$ cat src/rtl/sdram_arb_pkg.sv
// Shared widths, slot timing and slot-kind encoding for the SDRAM slot arbiter.
package sdram_arb_pkg;
    localparam int ADDR_W      = 24;
    localparam int DATA_W      = 16;
    localparam int DS_W        = 2;
    localparam int SLOT_CYCLES = 12;

    typedef enum logic [1:0] {
        IDLE_SLOT,
        GRANT_SLOT,
        REFRESH_SLOT
    } slot_kind_e;
endpackage

$ cat src/rtl/sdram_slot_arbiter_if.sv
// Arbiter <-> SDRAM controller bus; master is the arbiter, slave the controller.
interface sdram_slot_arbiter_if;
    import sdram_arb_pkg::*;

    logic              mem_req;
    logic              mem_we;
    logic [ADDR_W-1:0] mem_addr;
    logic [DS_W-1:0]   mem_ds;
    logic [DATA_W-1:0] mem_din;
    logic [DATA_W-1:0] mem_dout;
    logic [63:0]       mem_dout64;

    modport master (
        output mem_req, mem_we, mem_addr, mem_ds, mem_din,
        input  mem_dout, mem_dout64
    );

    modport slave (
        input  mem_req, mem_we, mem_addr, mem_ds, mem_din,
        output mem_dout, mem_dout64
    );
endinterface

$ cat src/rtl/sdram_rr_pick.sv
// Combinational round-robin pick over ports 1..NPORTS-1, starting at i_ptr.
module sdram_rr_pick #(
    parameter int NPORTS = 4,
    parameter int IW     = 2
) (
    input  logic [NPORTS-1:1] i_req,
    input  logic [IW-1:0]     i_ptr,
    output logic              o_vld,
    output logic [IW-1:0]     o_idx
);
    int w_best;
    int w_dist;

    // Cyclic distance from the pointer; the smallest requesting distance wins.
    always_comb begin
        o_vld  = 1'b0;
        o_idx  = IW'(1);
        w_best = NPORTS;
        w_dist = 0;
        for (int i = 1; i < NPORTS; i++) begin
            w_dist = (i - int'(i_ptr) + NPORTS - 1) % (NPORTS - 1);
            if (i_req[i] && (w_dist < w_best)) begin
                w_best = w_dist;
                o_vld  = 1'b1;
                o_idx  = IW'(i);
            end
        end
    end
endmodule

$ cat src/rtl/sdram_slot_arbiter.sv
// Slot-synchronous SDRAM port arbiter: port 0 fixed priority, others round-robin,
// forced refresh slots. Define SDRAM_ARB_DOUT64_EN to add the o_p_dout64 read port.
module sdram_slot_arbiter
    import sdram_arb_pkg::*;
#(
    parameter int NPORTS      = 4,
    parameter int REFRESH_MAX = 60
) (
    input  logic                     clk_96,
    input  logic                     init,
    input  logic                     i_clk_8_en,
    input  logic [NPORTS-1:0]        i_p_req,
    input  logic [NPORTS-1:0]        i_p_we,
    input  logic [ADDR_W*NPORTS-1:0] i_p_addr,
    input  logic [DS_W*NPORTS-1:0]   i_p_ds,
    input  logic [DATA_W*NPORTS-1:0] i_p_din,
    output logic [NPORTS-1:0]        o_p_ack,
    output logic [DATA_W-1:0]        o_p_dout,
`ifdef SDRAM_ARB_DOUT64_EN
    output logic [63:0]              o_p_dout64,
`endif
    output logic                     o_refresh_force,
    sdram_slot_arbiter_if.master     mem
);
    localparam int IW = (NPORTS > 2) ? $clog2(NPORTS) : 1;
    localparam int CW = $clog2(REFRESH_MAX + 1);

    slot_kind_e        r_kind, w_kind_nxt;
    logic              r_clk8_d;
    logic [IW-1:0]     r_gnt_idx;
    logic [IW-1:0]     r_rr_ptr;
    logic [CW-1:0]     r_ref_cnt;
    logic [DATA_W-1:0] r_p_dout;
    logic              r_force;
    logic              r_mem_req, r_mem_we;
    logic [ADDR_W-1:0] r_mem_addr;
    logic [DS_W-1:0]   r_mem_ds;
    logic [DATA_W-1:0] r_mem_din;

    logic [NPORTS-1:0][ADDR_W-1:0] w_addr_a;
    logic [NPORTS-1:0][DS_W-1:0]   w_ds_a;
    logic [NPORTS-1:0][DATA_W-1:0] w_din_a;
    logic              w_bnd, w_done, w_rd_ack;
    logic [NPORTS-1:0] w_ack, w_cand;
    logic              w_rr_vld, w_pick_vld;
    logic [IW-1:0]     w_rr_idx, w_pick;

    assign w_addr_a = i_p_addr;
    assign w_ds_a   = i_p_ds;
    assign w_din_a  = i_p_din;

    assign w_bnd    = i_clk_8_en & ~r_clk8_d;
    assign w_done   = w_bnd & ~init & (r_kind == GRANT_SLOT);
    assign w_rd_ack = w_done & ~r_mem_we;

    always_comb begin
        w_ack = '0;
        if (w_done) w_ack[r_gnt_idx] = 1'b1;
    end

    // The port being acked still holds req in this cycle; keep it out of the race.
    assign w_cand = i_p_req & ~w_ack;

    sdram_rr_pick #(.NPORTS(NPORTS), .IW(IW)) u_rr (
        .i_req (w_cand[NPORTS-1:1]),
        .i_ptr (r_rr_ptr),
        .o_vld (w_rr_vld),
        .o_idx (w_rr_idx)
    );

    assign w_pick_vld = w_cand[0] | w_rr_vld;
    assign w_pick     = w_cand[0] ? '0 : w_rr_idx;

    always_comb begin
        w_kind_nxt = r_kind;
        if (w_bnd) begin
            if (r_ref_cnt == CW'(REFRESH_MAX)) w_kind_nxt = REFRESH_SLOT;
            else if (w_pick_vld)                w_kind_nxt = GRANT_SLOT;
            else                                w_kind_nxt = IDLE_SLOT;
        end
    end

    always_ff @(posedge clk_96) begin
        r_clk8_d <= i_clk_8_en;
        if (init) begin
            r_kind     <= IDLE_SLOT;
            r_gnt_idx  <= '0;
            r_rr_ptr   <= IW'(1);
            r_ref_cnt  <= '0;
            r_p_dout   <= '0;
            r_force    <= 1'b0;
            r_mem_req  <= 1'b0;
            r_mem_we   <= 1'b0;
            r_mem_addr <= '0;
            r_mem_ds   <= '0;
            r_mem_din  <= '0;
        end else begin
            r_kind <= w_kind_nxt;
            if (w_rd_ack) r_p_dout <= mem.mem_dout;
            if (w_bnd) begin
                r_force <= (w_kind_nxt == REFRESH_SLOT);
                if (w_kind_nxt == GRANT_SLOT) begin
                    r_gnt_idx  <= w_pick;
                    r_ref_cnt  <= r_ref_cnt + CW'(1);
                    r_mem_req  <= 1'b1;
                    r_mem_we   <= i_p_we[w_pick];
                    r_mem_addr <= w_addr_a[w_pick];
                    r_mem_ds   <= w_ds_a[w_pick];
                    r_mem_din  <= w_din_a[w_pick];
                    if (!w_cand[0])
                        r_rr_ptr <= (w_pick == IW'(NPORTS - 1)) ? IW'(1) : w_pick + IW'(1);
                end else begin
                    // Idle and refresh slots keep addr/ds/din from the last grant.
                    r_ref_cnt <= '0;
                    r_mem_req <= 1'b0;
                    r_mem_we  <= 1'b0;
                end
            end
        end
    end

    assign o_p_ack         = w_ack;
    assign o_p_dout        = w_rd_ack ? mem.mem_dout : r_p_dout;
    assign o_refresh_force = r_force;
    assign mem.mem_req     = r_mem_req;
    assign mem.mem_we      = r_mem_we;
    assign mem.mem_addr    = r_mem_addr;
    assign mem.mem_ds      = r_mem_ds;
    assign mem.mem_din     = r_mem_din;

`ifdef SDRAM_ARB_DOUT64_EN
    logic [63:0] r_p_dout64;

    always_ff @(posedge clk_96) begin
        if (init)          r_p_dout64 <= '0;
        else if (w_rd_ack) r_p_dout64 <= mem.mem_dout64;
    end

    assign o_p_dout64 = w_rd_ack ? mem.mem_dout64 : r_p_dout64;
`else
    logic w_unused_dout64;
    assign w_unused_dout64 = ^mem.mem_dout64;
`endif
endmodule
$ cat src/flat_wrapper.sv
// flat-port wrapper written by rule: the top's interface ports become plain ports
module sdram_slot_arbiter_flat import sdram_arb_pkg::*;
#(
    parameter int NPORTS      = 4,
    parameter int REFRESH_MAX = 60
)
  (clk_96, init, i_clk_8_en, i_p_req, i_p_we, i_p_addr, i_p_ds, i_p_din, o_p_ack, o_p_dout, o_refresh_force, mem_mem_req, mem_mem_we, mem_mem_addr, mem_mem_ds, mem_mem_din, mem_mem_dout, mem_mem_dout64);
  sdram_slot_arbiter_if mem_i ();
  input  logic clk_96;
  input  logic init;
  input  logic i_clk_8_en;
  input  logic [NPORTS-1:0] i_p_req;
  input  logic [NPORTS-1:0] i_p_we;
  input  logic [ADDR_W*NPORTS-1:0] i_p_addr;
  input  logic [DS_W*NPORTS-1:0] i_p_ds;
  input  logic [DATA_W*NPORTS-1:0] i_p_din;
  output logic [NPORTS-1:0] o_p_ack;
  output logic [DATA_W-1:0] o_p_dout;
  output logic o_refresh_force;
  output wire logic [$bits(mem_i.mem_req)-1:0] mem_mem_req;
  output wire logic [$bits(mem_i.mem_we)-1:0] mem_mem_we;
  output wire logic [$bits(mem_i.mem_addr)-1:0] mem_mem_addr;
  output wire logic [$bits(mem_i.mem_ds)-1:0] mem_mem_ds;
  output wire logic [$bits(mem_i.mem_din)-1:0] mem_mem_din;
  input wire logic [$bits(mem_i.mem_dout)-1:0] mem_mem_dout;
  input wire logic [$bits(mem_i.mem_dout64)-1:0] mem_mem_dout64;
  assign mem_mem_req = mem_i.mem_req;
  assign mem_mem_we = mem_i.mem_we;
  assign mem_mem_addr = mem_i.mem_addr;
  assign mem_mem_ds = mem_i.mem_ds;
  assign mem_mem_din = mem_i.mem_din;
  assign mem_i.mem_dout = mem_mem_dout;
  assign mem_i.mem_dout64 = mem_mem_dout64;
  sdram_slot_arbiter #(.NPORTS(NPORTS), .REFRESH_MAX(REFRESH_MAX)) u_core (.clk_96(clk_96), .init(init), .i_clk_8_en(i_clk_8_en), .i_p_req(i_p_req), .i_p_we(i_p_we), .i_p_addr(i_p_addr), .i_p_ds(i_p_ds), .i_p_din(i_p_din), .o_p_ack(o_p_ack), .o_p_dout(o_p_dout), .o_refresh_force(o_refresh_force), .mem(mem_i));
endmodule
$ cat config.mk
export PLATFORM = sky130hd
export DESIGN_NAME = sdram_slot_arbiter_flat
export DESIGN_NICKNAME = d
export VERILOG_FILES = /design/src/rtl/sdram_arb_pkg.sv /design/src/rtl/sdram_slot_arbiter_if.sv /design/src/rtl/sdram_rr_pick.sv /design/src/rtl/sdram_slot_arbiter.sv /design/src/flat_wrapper.sv
export SDC_FILE = /design/constraint.sdc
export NUM_CORES = 1
export LEC_CHECK = 0
export BUFFER_PORTS_ARGS = -buffer_cell sky130_fd_sc_hd__buf_4
export CORE_MARGIN = 10
export CORE_UTILIZATION = 43
export CTS_CLUSTER_DIAMETER = 50
export DETAILED_ROUTE_END_ITERATION = 7
export PLACE_DENSITY = 0.86
export SYNTH_ARGS = -nofsm -noshare
export SYNTH_HDL_FRONTEND = slang
export SYNTH_SLANG_ARGS = --single-unit
$ cat constraint.sdc
create_clock -name clk_96 -period 8.58 [get_ports clk_96]
set_input_delay 1.716 -clock clk_96 [delete_from_list [all_inputs] [get_ports clk_96]]
set_output_delay 1.716 -clock clk_96 [all_outputs]
set_load 0.02 [all_outputs]
# Word-level counts from Yosys, hierarchy flattened
# Cells that the tools add are included.
# classes
n_eq_ne	5
mul	0
div_mod_pow	3
n_reduce_logical	6
bitwise	11
n_lt_le_gt_ge	6
shifts	0
add_sub_neg	11
muxes	27
# op_table
operator	count
$mod A32 B3 Y32 const B	3
$lt A32 B32 Y1	2
$mux W32	2
$bmux W24 S2	1
$add A32 B4 Y32 const B	1
$bmux W16 S2	1
$lt A32 B4 Y1 const B	1
$mux W16	2
$sub A32 B2 Y32 const B	1
$mux W24	1
$mux W2	7
$sub A5 B2 Y6 const B	2
$add A3 B4 Y5 const B	2
$mux W1	8
$add A6 B1 Y6 const B	1
$eq A6 B6 Y1 const B	1
$lt A2 B3 Y1 const B	2
$mux W6	1
$sub A2 B2 Y3 const A	2
$and A1 B1 Y1	4
$and A4 B4 Y4	1
$bmux W2 S2	1
$eq A2 B1 Y1 const B	2
$eq A2 B2 Y1 const B	2
12 further kinds	18
# word_totals
register_bits	74
ramBits	0
n_memories	0
rom_bits	0
latch_bits	0

# Depth between registers and ports, before layout
# Gate-level depths: netlist of the first run.
# logic_depth
word_depth	21
ltp_mapped	44
ltp_nobuf	36

# By module
# A second synthesis of the first run with hierarchy kept.
# hier_totals
cells_unflattened	972
hier_area_um2	7418.4
# by_module_without_submodules
module	seq_area_each_um2	area_per_inst_um2	instances	cells_each
sdram_slot_arbiter	1481.4	4848.4	1	598
sdram_rr_pick	0.0	2570.0	1	374

# Worst setup path after synthesis of the first run
# OpenSTA, ideal clock, no wires.
# synth_timing
kind	input to register
start	input port init
end	register u_core.r_rr_ptr[1]
arrival_ns	9.111
t_required_ns	8.457
cell_stages	39
n_path_buf	9
setup_slack_ns	-0.655
cell_sequence	buf_4 -> nand2b_1 -> or3_1 -> buf_2 -> o31ai_4 -> or3_4 -> nor4_4 -> nand2b_1 -> clkbuf_1 -> clkbuf_1 -> clkbuf_1 -> o21ai_0 -> ha_1 -> a211oi_1 -> o21ai_0 -> a221oi_2 -> o21ai_1 -> a31oi_1 -> (+3 left out) -> and2_0 -> buf_2 -> nor2_1 -> ha_1 -> and3_1 -> a221o_1 -> a31oi_1 -> o2111ai_1 -> a21oi_1 -> o211ai_1 -> a311o_1 -> buf_2 -> and2_1 -> buf_6 -> a21oi_1 -> ha_1 -> nor2_1 -> mux2_1
# synth_between
elab_cells_between_ends	29
# synth_lines
element	line	source
start, declared	flat_wrapper.sv:10	input logic init;
$not A1 Y1 (*)	sdram_slot_arbiter.sv:53	assign w_done = w_bnd & ~init & (r_kind == GRANT_SLOT);
$and A1 B1 Y1 (*) (2 in series)	sdram_slot_arbiter.sv:53	
$mux W4 (*)	sdram_slot_arbiter.sv:58	if (w_done) w_ack[r_gnt_idx] = 1'b1;
$not A4 Y4 (*)	sdram_slot_arbiter.sv:62	assign w_cand = i_p_req & ~w_ack;
$and A4 B4 Y4 (*)	sdram_slot_arbiter.sv:62	
$logic_and A1 B1 Y1	sdram_rr_pick.sv:22	if (i_req[i] && (w_dist < w_best)) begin
$mux W32	sdram_rr_pick.sv:22	
$lt A32 B32 Y1	sdram_rr_pick.sv:22	
$logic_and A1 B1 Y1	sdram_rr_pick.sv:22	
$mux W32	sdram_rr_pick.sv:22	
$lt A32 B32 Y1	sdram_rr_pick.sv:22	
$logic_and A1 B1 Y1	sdram_rr_pick.sv:22	
$mux W2	sdram_rr_pick.sv:22	
$mux W2 (*)	sdram_slot_arbiter.sv:72	assign w_pick = w_cand[0] ? '0 : w_rr_idx;
via u_core.w_pick[0]	sdram_slot_arbiter.sv:46	logic [IW-1:0] w_rr_idx, w_pick;
$add A2 B1 Y2 or $eq A2 B2 Y1 (tied branches)	sdram_slot_arbiter.sv:111	r_rr_ptr <= (w_pick == IW'(NPORTS - 1)) ? IW'(1) : w_pick + IW'(1);
$mux W2 (*)	sdram_slot_arbiter.sv:111	
end signal, assigned	sdram_slot_arbiter.sv:111	
end, declared	sdram_slot_arbiter.sv:31	logic [IW-1:0] r_rr_ptr;
# Mark *: on every way through the listed nets, which the timed path passes. The rest lies on a longest branch.
# A chain may end at the register's enable or synchronous reset.

# Worst setup path after layout of the first run
# layout_timing
start	input port init
end	register u_core.r_mem_addr[6], in the netlist u_core.mem.mem_addr[6]
# layout_between
elab_chain_len	20
elab_cells_between_ends	27
# layout_lines
element	line	source
$not A1 Y1	sdram_slot_arbiter.sv:53	
$and A1 B1 Y1 (2 in series)	sdram_slot_arbiter.sv:53	
$mux W4	sdram_slot_arbiter.sv:58	
$not A4 Y4	sdram_slot_arbiter.sv:62	
$and A4 B4 Y4	sdram_slot_arbiter.sv:62	
$logic_and A1 B1 Y1	sdram_rr_pick.sv:22	
$mux W32	sdram_rr_pick.sv:22	
$lt A32 B32 Y1	sdram_rr_pick.sv:22	
(+3 left out)	--	
$logic_and A1 B1 Y1	sdram_rr_pick.sv:22	
$mux W1	sdram_rr_pick.sv:22	
$or A1 B1 Y1	sdram_slot_arbiter.sv:71	assign w_pick_vld = w_cand[0] | w_rr_vld;
$mux W1	sdram_slot_arbiter.sv:78	else if (w_pick_vld) w_kind_nxt = GRANT_SLOT;
$mux W2	sdram_slot_arbiter.sv:77	if (r_ref_cnt == CW'(REFRESH_MAX)) w_kind_nxt = REFRESH_SLOT;
$mux W2	sdram_slot_arbiter.sv:76	if (w_bnd) begin
$eq A2 B1 Y1	sdram_slot_arbiter.sv:102	if (w_kind_nxt == GRANT_SLOT) begin
$reduce_and A2 Y1 (no source line)	--	
end signal, assigned	sdram_slot_arbiter.sv:107	r_mem_addr <= w_addr_a[w_pick];
end, declared	sdram_slot_arbiter.sv:36	logic [ADDR_W-1:0] r_mem_addr;
# Parallel ways exist; a longest one is shown, timed or not. The select of a mux whose other input is x is not followed.

==> results of run 1 <==
==> registers in the layout (all words and copies together) (netlist names), 2 cells and up <==
name                 flops
u_core.r_rr_ptr          2
u_core.mem.mem_din      16
u_core.r_kind            2
u_core.mem.mem_ds        2
u_core.r_ref_cnt         6
u_core.r_p_dout         16
u_core.mem.mem_addr     24
u_core.r_gnt_idx         2
==> path summary, 6_finish.rpt <==
check                     start                      to  slack (ps)  cells after the start
max                        init  u_core.mem.mem_addr[6]         350                     32
min reg2reg    u_core.r_kind[0]        u_core.r_kind[0]         460                      2
min            u_core.r_kind[0]        u_core.r_kind[0]         460                      2
max reg2reg  u_core.r_rr_ptr[1]  u_core.mem.mem_addr[6]         470                     35
==> final cells by class <==
class | count | share of cell area
multi-input cells | 827 | 0.553
well taps | 229 | 0.0263
repair buffers | 345 | 0.241
clock buffers | 9 | 0.0206
flip-flops and latches | 74 | 0.136
inverters | 31 | 0.0107
clock inverters | 6 | 0.0126
==> cell usage after synthesis, drive strengths merged, types with 3 or more instances <==
cell type  number  share of area
a21oi         119          0.076
nand2         106          0.051
o21ai         100          0.063
ha             79           0.12
dfxtp          74           0.19
and2           63          0.050
mux2           60          0.085
clkbuf         56          0.027
nor2           53          0.025
a311oi         44          0.080
inv            31          0.015
buf            25          0.020
a31oi          24          0.019
mux2i          18          0.023
nand3          13         0.0082
nor3           12         0.0090
nand4          11         0.0095
o21a           11          0.010
a21o           10         0.0095
a211oi          8         0.0076
nand2b          8         0.0063
xnor2           8         0.0089
nor4            7         0.0082
o211ai          7         0.0066
o31ai           6         0.0074
nor2b           5         0.0040
o22ai           5         0.0040
xor2            5         0.0055
and3            4         0.0032
a22o            3         0.0033
nand3b          3         0.0028
or3             3         0.0030
==> cells by family (layout without fill, tap and decap cells) <==
kind of cell | after synthesis | count (layout)
fa+ha+maj | 79 | 79
compound gates | 362 | 362
flops | 74 | 74
simple gates | 295 | 295
buf+inv | 112 | 391
xor+xnor | 13 | 13
mux | 78 | 78
==> worst min-delay path, stage by stage (launching register included) <==
cell     delay (ps)
dfxtp_1         310
nand2_1          50
a21oi_1          50
==> cells in the final DEF (no fill, tap or decap), drive strengths merged, types with 4 or more instances in the layout <==
cell type / n
bufinv: 4
nand2: 106
buf: 345
mux2i: 18
xnor2: 8
and3: 4
a211oi: 8
xor2: 5
nor3: 12
ha: 79
mux2: 60
a311oi: 44
and2: 63
o22ai: 5
nor2b: 5
nand3: 13
nor4: 7
clkbuf: 9
nand2b: 8
nand4: 11
a31oi: 24
o21ai: 100
a21oi: 119
a21o: 10
nor2: 53
o21a: 11
dfxtp: 74
o31ai: 6
o211ai: 7
inv: 33
==> routing by layer <==
| metal | GRT usage | up-vias | wire (um) |
|---|---|---|---|
| met1 | 0.260 | 4042 | 11300 |
| li1 | - | 4284 | - |
| met5 | 0 | - | 0 |
| met4 | 0.0945 | 0 | 1110 |
| met2 | 0.402 | 380 | 14800 |
| met3 | 0.0560 | 67 | 2290 |
==> timing repair <==
action	CTS	global route
setup buffers	0	0
endpoints found under the setup margin	0	51
gates resized for setup	0	14
hold buffers	0	0
==> per-stage QoR <==
step	worst slack, ps	util	instances	area [um2]
final	346	0.605	1521	10900
after global routing	-2.68	0.605	1521	10900
after CTS	238	0.603	1521	10900
after detailed placement	28.5	0.583	1506	10500
after global placement	66.2	0.583	1506	10500
after floorplan	1.48	-	1013	7950
==> flow_summary_export.csv, run 1 <==
group,metric,value,unit
placed_design,place_congestion,0.903,
timing,min_period,8230,ps
setup_path,worst-path-buf-inv,5,
timing,post-route-period-util,0.960,
grt,grt_pass1_vias,8889,
detailed_routing,drc_errors,0,
timing,tns,0,ps
logic_synthesis,synth-async-reset-ratio,0,
clocking,numCtsBuffers,9,
clocking,tritoncts,"built",
logic_synthesis,seq_area_frac_synth,0.187,
timing,finalHoldViolCount,0,
placed_design,port_buffers,259,
final_layout,synthToLayoutAreaGrowth,37.8,%
setup_path,critPathLaunchType,"input pin",
clocking,cts.clk_slew.worst_paths,60,ps
final_layout,num-fill-cells,1582,
grt,overflow,0,
detailed_routing,drt-pass1-iter-count,5,
final_layout,drive_above_1_share,0.381,
min_path,hp-class,"flop to flop",
logic_synthesis,yosys.area_share.xor_xnor,0.0144,
setup_path,cp_slowest_stage_delay,410,ps
logic_synthesis,synth_area_per_cell,7.81,um2
die,start_util,0.439,
final_layout,antennaDiodeCount,0,
logic_synthesis,syn_inst,1013,
die,row_count,49,
clocking,htree_levels,3,
timing,drv_slew,0,
timing,tightest_slew,1060,ps
grt,grt_max_degree,85,
grt,antenna_found_initial,0,
detailed_routing,drtIter0Drc,618,
final_layout,final_net_count,1626,
setup_path,end_kind,"flop",
setup_path,worstSetupPathType,"input pin to flop",
logic_synthesis,synth-adder-area-share,0.125,
timing,hold_ws,458,ps
status,outcome,"complete, no violations",
grt,grt_first_pass_wirelength,45.8,mm
logic_synthesis,synthMuxAreaShare,0.108,
run,cap_violations,0,
clocking,clockBufferDepth,2,
setup_path,critPathMaxFanout,42,
detailed_routing,postRouteWirelength,29.4,mm
detailed_routing,vias,8773,
clocking,cts-root-buf,"clkbuf_16",
grt,track_usage,0.229,
setup_path,cp_data_arrival_time,8500,ps
final_layout,regArea,0.00148,mm2
timing,max_freq,121,MHz
timing,relSlewSlack,0.292,
detailed_routing,wl_per_cell,19.3,um
logic_synthesis,synth_nets,1351,
setup_path,critPathMostFrequentCell,"buf_4",
clocking,cts_num_sinks,74,
logic_synthesis,synth_simple_gate_area_share,0.187,
logic_synthesis,synth_top_family_by_area,"compound AO/OA/AOI/OAI gates",
die,die_x,156,um
logic_synthesis,yosysWarnings,0,
logic_synthesis,syn_area,0.00791,mm2
timing,setup_violations,0,
setup_path,slowest_stage,"a311o_2",
timing,fin_skew,10.0,ps
logic_synthesis,synth_edf_count,0,
die,die_y,156,um
detailed_routing,ant_nets,0,
logic_synthesis,synth_compound_area_frac,0.317,
clocking,clock_latency,340,ps
setup_path,required,8850,ps
logic_synthesis,ys_ff_latch,74,
detailed_routing,vias_per_cell,5.77,
setup_path,crit_family,"compound AO/OA/AOI/OAI gates",
logic_synthesis,synthDistinctLibCells,74,
die,ioPinCount,324,
die,coreArea,0.0180,mm2
final_layout,multi_input_area,0.00603,mm2
die,die_area,0.0242,mm2
placed_design,dp.final_hpwl,23.7,mm
logic_synthesis,ys_dominant_reg_cell,"dfxtp_1",
Power of run 1 is left out: the tool's default activity adds up to more than one toggle a clock period on the data nets, which glitch-free logic cannot reach.
==> run 2, diff against run 1 <==
--- a/config.mk
+++ b/config.mk
@@ -10,7 +10,8 @@
 export CORE_UTILIZATION = 43
 export CTS_CLUSTER_DIAMETER = 50
 export DETAILED_ROUTE_END_ITERATION = 7
-export PLACE_DENSITY = 0.86
+export PLACE_DENSITY = 0.84
 export SYNTH_ARGS = -nofsm -noshare
 export SYNTH_HDL_FRONTEND = slang
 export SYNTH_SLANG_ARGS = --single-unit
+export TNS_END_PERCENT = 100
==> constraint.sdc (replaced) <==
create_clock -name clk_96 -period 9 [get_ports clk_96]
set_input_delay 1.8 -clock clk_96 [delete_from_list [all_inputs] [get_ports clk_96]]
set_output_delay 1.8 -clock clk_96 [all_outputs]
set_load 0.02 [all_outputs]
==> flow_summary_export.csv, run 2 (same netlist as run 1, synthesis figures left out) <==
group,metric,value,unit
grt,antenna_found_initial,0,
timing,finalHoldViolCount,0,
timing,max_freq,117,MHz
setup_path,worst-path-buf-inv,4,
grt,track_usage,0.219,
placed_design,port_buffers,259,
timing,tightest_slew,1020,ps
min_path,hp-class,"flop to flop",
detailed_routing,drtIter0Drc,477,
die,row_count,49,
grt,grt_max_degree,90,
detailed_routing,ant_nets,0,
timing,setup_violations,0,
setup_path,end_kind,"flop",
setup_path,slowest_stage,"or3_1",
final_layout,final_net_count,1593,
detailed_routing,wl_per_cell,19.1,um
run,cap_violations,0,
setup_path,required,9200,ps
timing,min_period,8520,ps
die,coreArea,0.0180,mm2
clocking,clockBufferDepth,2,
placed_design,place_congestion,0.968,
setup_path,critPathMaxFanout,12,
detailed_routing,drt-pass1-iter-count,5,
detailed_routing,drc_errors,0,
final_layout,final_cell_mix,"buf_4, a21oi_1, nand2_1, o21ai_0, ha_1",
placed_design,preCtsSetupSlack,-30.9,ps
die,die_area,0.0242,mm2
timing,relSlewSlack,0.323,
placed_design,dp.final_hpwl,22.8,mm
die,die_y,156,um
final_layout,drive_above_1_share,0.360,
grt,grt_pass1_vias,8507,
detailed_routing,postRouteWirelength,28.4,mm
grt,overflow,0,
final_layout,num-fill-cells,1587,
final_layout,largest_reg_flops,24,
grt,grt_first_pass_wirelength,43.7,mm
timing,fin_skew,14.0,ps
setup_path,critPathLaunchType,"input pin",
clocking,numCtsBuffers,9,
setup_path,cp_slowest_stage_delay,380,ps
detailed_routing,vias_per_cell,5.80,
clocking,tritoncts,"built",
clocking,htree_levels,3,
die,start_util,0.439,
final_layout,antennaDiodeCount,0,
clocking,cts-root-buf,"clkbuf_16",
detailed_routing,vias,8632,
status,outcome,"complete, no violations",
timing,drv_slew,0,
timing,fin_ws,477,ps
clocking,clock_latency,340,ps
clocking,cts.clk_slew.worst_paths,60,ps
die,die_x,156,um
timing,post-route-period-util,0.947,
setup_path,worstSetupPathType,"input pin to flop",
die,ioPinCount,324,
setup_path,cp_data_arrival_time,8720,ps
clocking,cts_num_sinks,74,
setup_path,crit_family,"compound AO/OA/AOI/OAI gates",
final_layout,final_common_cell,"buf_4",
final_layout,synthToLayoutAreaGrowth,33.5,%
run 2: changes by cell type in the layout (fill, tap and decap cells not counted), sizes merged:
cell,change
clkinvlp,+3
bufinv,-4
inv,+2
buf,-33
run 2: routing by layer:
metal | share of wire | GRT usage | vias to the layer above | wire, um
met5 | 0 | 0 | - | 0
met2 | 0.50 | 0.377 | 355 | 14200
met4 | 0.021 | 0.0606 | 0 | 600
met1 | 0.39 | 0.253 | 4027 | 11000
met3 | 0.093 | 0.0709 | 41 | 2650
li1 | - | - | 4209 | -
run 2: repair_timing:
item,in CTS,in global routing
endpoints found under the setup margin,0,53
hold buffers,0,0
buffers inserted,0,1
gates resized for setup,0,11
run 2: path summary, 6_finish.rpt:
path / start / endpoint / slack (ps) / depth (start not counted)
worst max-delay path: init / u_core.r_rr_ptr[1] / 480 / 33
worst min-delay path: u_core.r_kind[0] / u_core.r_kind[0] / 460 / 2
worst max register to register: u_core.r_rr_ptr[1] / u_core.r_rr_ptr[1] / 570 / 36
worst min register to register: u_core.r_kind[0] / u_core.r_kind[0] / 460 / 2
run 2: layout make-up:
type | count | area [um2] | area share
multi-input cells | 827 | 6010 | 0.569
repair buffers | 312 | 2380 | 0.225
flip-flops and latches | 74 | 1480 | 0.140
well taps | 229 | 287 | 0.0271
clock buffers | 9 | 225 | 0.0213
inverters | 31 | 116 | 0.0110
clock inverters | 7 | 60.1 | 0.00568
run 2: through the flow:
step	hold WS [ps]	TNS [ps]	utilization	instances	cell area, um2
after floorplan	437	0	-	1013	7920
after global placement	445	0	0.568	1472	10200
after detailed placement	455	-32.1	0.568	1472	10200
after CTS	463	0	0.584	1488	10500
after global routing	489	-1.34	0.586	1489	10600
final	462	0	0.586	1489	10600
run 2: worst register-to-register path, delay by kind of cell, from the launching register on:
family	cells	cell delay (ps)
AO/OA/AOI/OAI	14	3210
adder cells (fa/ha/maj)	5	1450
multiplexers	1	340
flip-flops	1	430
AND/OR/NAND/NOR	12	2170
buffers and inverters	4	700
Power of run 2 is left out for the same reason.
